==> src/rtl/rf_seq_pkg.sv <==
// Shared definitions for rf_seq_ctrl: opcodes, FSM encoding, default widths.
// Flag registers are only built when RF_SEQ_FLAGS_EN is defined.
package rf_seq_pkg;

    localparam int unsigned DATA_W_DEF = 8;
    localparam int unsigned ADDR_W_DEF = 3;

    localparam logic [2:0] OP_LDI = 3'd0;
    localparam logic [2:0] OP_MOV = 3'd1;
    localparam logic [2:0] OP_ADD = 3'd2;
    localparam logic [2:0] OP_SUB = 3'd3;
    localparam logic [2:0] OP_AND = 3'd4;
    localparam logic [2:0] OP_OR  = 3'd5;
    localparam logic [2:0] OP_XOR = 3'd6;
    localparam logic [2:0] OP_OUT = 3'd7;

    typedef enum logic [1:0] {
        StIdle   = 2'd0,
        StRead   = 2'd1,
        StWrite  = 2'd2,
        StResult = 2'd3
    } state_e;

    // Ops that update the status flags (ADD..XOR)
    function automatic logic is_flag_op(input logic [2:0] op);
        return (op >= OP_ADD) && (op <= OP_XOR);
    endfunction

endpackage

==> src/rtl/rf_seq_alu.sv <==
// Single-cycle combinational ALU for rf_seq_ctrl.
// carry_o is the ADD carry-out or the SUB borrow; zero for all other ops.
module rf_seq_alu
    import rf_seq_pkg::*;
#(
    parameter int unsigned DATA_W = DATA_W_DEF
) (
    input  logic [2:0]        op_i,
    input  logic [DATA_W-1:0] a_i,
    input  logic [DATA_W-1:0] b_i,
    input  logic [DATA_W-1:0] imm_i,
    output logic [DATA_W-1:0] result_o,
    output logic              carry_o
);

    logic [DATA_W:0] sum;
    logic [DATA_W:0] diff;

    assign sum  = {1'b0, a_i} + {1'b0, b_i};
    // The extra top bit of the widened difference is the unsigned borrow
    assign diff = {1'b0, a_i} - {1'b0, b_i};

    always_comb begin
        result_o = '0;
        carry_o  = 1'b0;
        unique case (op_i)
            OP_LDI: result_o = imm_i;
            OP_MOV: result_o = a_i;
            OP_ADD: begin
                result_o = sum[DATA_W-1:0];
                carry_o  = sum[DATA_W];
            end
            OP_SUB: begin
                result_o = diff[DATA_W-1:0];
                carry_o  = diff[DATA_W];
            end
            OP_AND: result_o = a_i & b_i;
            OP_OR:  result_o = a_i | b_i;
            OP_XOR: result_o = a_i ^ b_i;
            OP_OUT: result_o = a_i;
            default: result_o = '0;
        endcase
    end

endmodule

==> src/rtl/rf_seq_ctrl.sv <==
// Instruction-driven read/write master for an 8x8 register file, with an OUT result stream.
// Define RF_SEQ_FLAGS_EN to build the zero/carry flag registers; otherwise flags are tied low.
module rf_seq_ctrl
    import rf_seq_pkg::*;
#(
    parameter int unsigned DATA_W = DATA_W_DEF,
    parameter int unsigned ADDR_W = ADDR_W_DEF
) (
    input  logic              Clk,
    input  logic              Rst_n,
    input  logic              ins_valid,
    output logic              ins_ready,
    input  logic [2:0]        ins_op,
    input  logic [ADDR_W-1:0] ins_rd,
    input  logic [ADDR_W-1:0] ins_rs,
    input  logic [ADDR_W-1:0] ins_rt,
    input  logic [DATA_W-1:0] ins_imm,
    output logic              WEN,
    output logic [ADDR_W-1:0] RW,
    output logic [ADDR_W-1:0] RX,
    output logic [ADDR_W-1:0] RY,
    output logic [DATA_W-1:0] busW,
    input  logic [DATA_W-1:0] busX,
    input  logic [DATA_W-1:0] busY,
    output logic              res_valid,
    input  logic              res_ready,
    output logic [DATA_W-1:0] res_data,
    output logic              flag_z,
    output logic              flag_c
);

    state_e            state_q, state_d;
    logic [2:0]        op_q, op_d;
    logic [ADDR_W-1:0] rd_q, rd_d;
    logic [DATA_W-1:0] imm_q, imm_d;
    logic [ADDR_W-1:0] rx_q, rx_d;
    logic [ADDR_W-1:0] ry_q, ry_d;
    logic              wen_q, wen_d;
    logic [ADDR_W-1:0] rw_q, rw_d;
    logic [DATA_W-1:0] busw_q, busw_d;
    logic              res_valid_q, res_valid_d;
    logic [DATA_W-1:0] res_data_q, res_data_d;

    logic [DATA_W-1:0] alu_result;
    logic              alu_carry;

    rf_seq_alu #(
        .DATA_W (DATA_W)
    ) u_alu (
        .op_i     (op_q),
        .a_i      (busX),
        .b_i      (busY),
        .imm_i    (imm_q),
        .result_o (alu_result),
        .carry_o  (alu_carry)
    );

    always_ff @(posedge Clk) begin
        if (!Rst_n) begin
            state_q     <= StIdle;
            op_q        <= '0;
            rd_q        <= '0;
            imm_q       <= '0;
            rx_q        <= '0;
            ry_q        <= '0;
            wen_q       <= 1'b0;
            rw_q        <= '0;
            busw_q      <= '0;
            res_valid_q <= 1'b0;
            res_data_q  <= '0;
        end else begin
            state_q     <= state_d;
            op_q        <= op_d;
            rd_q        <= rd_d;
            imm_q       <= imm_d;
            rx_q        <= rx_d;
            ry_q        <= ry_d;
            wen_q       <= wen_d;
            rw_q        <= rw_d;
            busw_q      <= busw_d;
            res_valid_q <= res_valid_d;
            res_data_q  <= res_data_d;
        end
    end

    always_comb begin
        state_d     = state_q;
        op_d        = op_q;
        rd_d        = rd_q;
        imm_d       = imm_q;
        rx_d        = rx_q;
        ry_d        = ry_q;
        wen_d       = wen_q;
        rw_d        = rw_q;
        busw_d      = busw_q;
        res_valid_d = res_valid_q;
        res_data_d  = res_data_q;
        ins_ready   = 1'b0;

        unique case (state_q)
            StIdle: begin
                ins_ready = 1'b1;
                if (ins_valid) begin
                    op_d    = ins_op;
                    rd_d    = ins_rd;
                    imm_d   = ins_imm;
                    rx_d    = ins_rs;
                    ry_d    = ins_rt;
                    state_d = StRead;
                end
            end
            StRead: begin
                if (op_q == OP_OUT) begin
                    res_data_d  = busX;
                    res_valid_d = 1'b1;
                    state_d     = StResult;
                end else begin
                    wen_d   = 1'b1;
                    rw_d    = rd_q;
                    busw_d  = alu_result;
                    state_d = StWrite;
                end
            end
            StWrite: begin
                // Register file commits on the edge that closes this cycle
                wen_d   = 1'b0;
                state_d = StIdle;
            end
            StResult: begin
                if (res_ready) begin
                    res_valid_d = 1'b0;
                    state_d     = StIdle;
                end
            end
            default: state_d = StIdle;
        endcase
    end

`ifdef RF_SEQ_FLAGS_EN
    logic flag_z_q, flag_z_d;
    logic flag_c_q, flag_c_d;

    always_ff @(posedge Clk) begin
        if (!Rst_n) begin
            flag_z_q <= 1'b0;
            flag_c_q <= 1'b0;
        end else begin
            flag_z_q <= flag_z_d;
            flag_c_q <= flag_c_d;
        end
    end

    always_comb begin
        flag_z_d = flag_z_q;
        flag_c_d = flag_c_q;
        if (state_q == StRead && is_flag_op(op_q)) begin
            flag_z_d = (alu_result == '0);
            flag_c_d = alu_carry;
        end
    end

    assign flag_z = flag_z_q;
    assign flag_c = flag_c_q;
`else
    logic unused_alu_carry;
    assign unused_alu_carry = alu_carry;
    assign flag_z = 1'b0;
    assign flag_c = 1'b0;
`endif

    assign WEN       = wen_q;
    assign RW        = rw_q;
    assign RX        = rx_q;
    assign RY        = ry_q;
    assign busW      = busw_q;
    assign res_valid = res_valid_q;
    assign res_data  = res_data_q;

endmodule

==> config.mk <==
export PLATFORM = sky130hd
export DESIGN_NAME = rf_seq_ctrl
export DESIGN_NICKNAME = d
export VERILOG_FILES = /design/src/rtl/rf_seq_pkg.sv /design/src/rtl/rf_seq_alu.sv /design/src/rtl/rf_seq_ctrl.sv
export SDC_FILE = /design/constraint.sdc
export NUM_CORES = 1
export LEC_CHECK = 0
export BUFFER_PORTS_ARGS = -buffer_cell sky130_fd_sc_hd__buf_2
export CORE_MARGIN = 2
export CORE_UTILIZATION = 45
export CTS_BUF_LIST = sky130_fd_sc_hd__clkbuf_4 sky130_fd_sc_hd__clkbuf_8
export CTS_CLUSTER_SIZE = 10
export DETAILED_ROUTE_END_ITERATION = 8
export HOLD_SLACK_MARGIN = 0.02
export PLACE_DENSITY_LB_ADDON = 0.12
export SLEW_MARGIN = 20
export SYNTH_ARGS = -nofsm -noshare
export SYNTH_HDL_FRONTEND = slang
export SYNTH_SLANG_ARGS = --single-unit
==> constraint.sdc <==
create_clock -name Clk -period 4.31 [get_ports Clk]
set_input_delay 0.431 -clock Clk [delete_from_list [all_inputs] [get_ports Clk]]
set_output_delay 0.431 -clock Clk [all_outputs]
set_load 0.02 [all_outputs]
==> reports/qor.csv <==
metric,value,unit
P_sw,296,uW
vias in the first global route,2201,
Max Cap Viol,0,
Worst-Skew Late Latency,300,ps
pre-CTS setup slack,1600,ps
Synth top area share,0.316,
crit end category,register,
RSZ-0062 raised after global routing,false,
pin count of the biggest net entering global routing,37,
DRC,0,
Yosys top cell by area,dfxtp_1,
via count,2500,
root buffer cell,clkbuf_8,
ys async rst share,0,
Internal Power,629,uW
ANT cells,0,
worst setup margin,1580,ps
CTS tree,done,
post-cts gate resize count,0,
initial core utilization,0.463,
"EDFF count, synth",0,
crit path cell chain,buf_4 > and3b_1 > mux2_2 > inv_1 > ha_1 > nor2b_1 > o31a_1 > a211o_1 > a31o_2 > a21oi_1,
Final Hold Vio Count,0,
Worst-path clk slew,90,ps
number of routed nets with antenna violations,0,
DR vias/cell,5.25,
Post-DP Area,3060,um^2
Max Freq,366,MHz
Gate power share,0.251,
CP max stage delay,400,ps
routed len/inst,14.4,um
worst hold margin,330,ps
GR Overflow Total,0,
Slew Limit Fails,0,
syn_area_per_cell,7.91,um^2
postcts setup bufs,0,
layout cell share with drive strength beyond 1,0.217,
gr usage total,0.212,
sw frac,0.320,
Pwr Density,294,nW/um^2
Max VDD drop,0.147,mV
sequential area share after synthesis,0.316,
Final Net Count,465,
CTS Sinks,43,
hold_buf cts,0,
post-layout min period,2730,ps
antenna violations before repair,0,
Core Region,5890,um^2
P_leak,0.00143,uW
IO buf count,67,
Post-Syn Area,2720,um^2
slowest cell on the critical path,mux2_2,
CTS buffer count,5,
WL final,6.85,mm
worst slew pin tran,799,ps
Setup CP Type,register to register,
setup TNS,0,ps
num ports,70,
crit-path max FO,26,
final clock period utilization by the worst path,0.633,
Slew headroom,0.465,
Die X-Extent,81.8,um
CP Launch Type,register,
final setup fails,0,
Syn. warnings,0,
top post-synthesis cells by area,"dfxtp_1, ha_1, nand2_1",
area grow syn2layout,15.7,%
Final Wtd Congestion,0.889,
fin area,3150,um^2
synth unique cells,51,
HP Class,input port to register,
ys flop type,dfxtp_1,
DP Wirelength,5.01,mm
register bit total from synthesis,43,
Flop pwr share,0.461,
H-tree levels,2,
first-pass detailed-route iteration total,4,
initial DRC count,74,
Final Total Pwr,925,uW
global-route wire length before repair,10.8,mm
CP arrival,2970,ps
clk buf depth,2,
die span in y,81.8,um
Fin Clk Skew,7.72,ps
critical path required time,4550,ps
power share of the clock group,0.289,
# rows,28,
Synth Instances,344,
Die Area,6690,um^2
status,completed,
[worst max-delay path, delay by kind of cell (launching register included)]
family | cells | cell delay [ps]
compound gates | 4 | 930
flops | 1 | 320
simple gates | 2 | 490
buf+inv | 2 | 320
mux | 1 | 400
fa+ha+maj | 1 | 210
[path summary, 6_finish.rpt]
kind,start,slack [ps],cells past startpoint,endpoint
worst min register to register,RX[0],450,2,RX[0]
worst min-delay path,res_ready,330,2,state_q[1]
worst max register to register,op_q[0],1580,10,busW[3]
worst max-delay path,op_q[0],1580,10,busW[3]
[power groups by stage]
stage	registers, uW	logic (uW)	clock network [uW]
floorplan	444	154	0
global placement	435	230	0
detailed placement	435	231	0
CTS	426	233	274
global route	429	260	290
finish	426	232	267
[cell usage in the layout (no fill, tap or decap), types with 8 or more instances in the layout]
cell type and instances:
nand2_1 57, dfxtp_1 43, a21oi_1 35, buf_2 67, o21ai_0 13, inv_1 27, mux2i_1 10, xnor2_1 8
nor2_1 26, ha_1 24
[cells in the mapped netlist (all sizes together), types with 2 or more instances]
cell / number
a21o: 2
buf: 14
dfxtp: 43
nand3: 6
a221o: 2
a31oi: 2
a21oi: 35
nor2: 27
a22oi: 2
nor2b: 7
nand3b: 2
inv: 27
mux2i: 10
ha: 24
nand2b: 5
nor3: 4
o221ai: 3
xnor2: 8
o21a: 5
o21ai: 15
nand2: 57
o211ai: 6
and3: 3
or3: 2
clkbuf: 9
o31ai: 2
mux4: 2
o22a: 2
[stage by stage]
| stage | utilization | instances |
|---|---|---|
| floorplan | - | 345 |
| global placement | 0.520 | 468 |
| detailed placement | 0.520 | 468 |
| CTS | 0.535 | 476 |
| global route | 0.535 | 476 |
| finish | 0.535 | 476 |
[sequential cells by signal (all words and copies together), names as in the netlist]
name / count
busW: 8
imm_q: 8
res_data: 8
RW: 3
RX: 3
RY: 3
op_q: 3
rd_q: 3
state_q: 2
WEN: 1
res_valid: 1
[area by class of cell]
type | instances | area [um^2]
clock inverters | 2 | 12.5
multi-input cells | 252 | 1640
flip-flops and latches | 43 | 861
clock buffers | 6 | 76.3
well taps | 75 | 93.8
fillers | 599 | 2740
inverters | 27 | 101
repair buffers | 71 | 365
[routing by layer]
metal  track usage  up-vias  wire length, um
met3        0.0330        4              321
met2         0.340       60             3260
met5             0        -                0
met4        0.0400        0               36
li1              -     1275                -
met1         0.303     1161             3230
[cells by family after synthesis]
logic type	share of synthesized area
other	0.00138
adder cells (fa/ha/maj)	0.118
AO/OA/AOI/OAI	0.206
buffers and inverters	0.0827
flip-flops	0.316
multiplexers	0.0574
AND/OR/NAND/NOR	0.193
XOR/XNOR	0.0257
(Power assumes the default switching activity.)
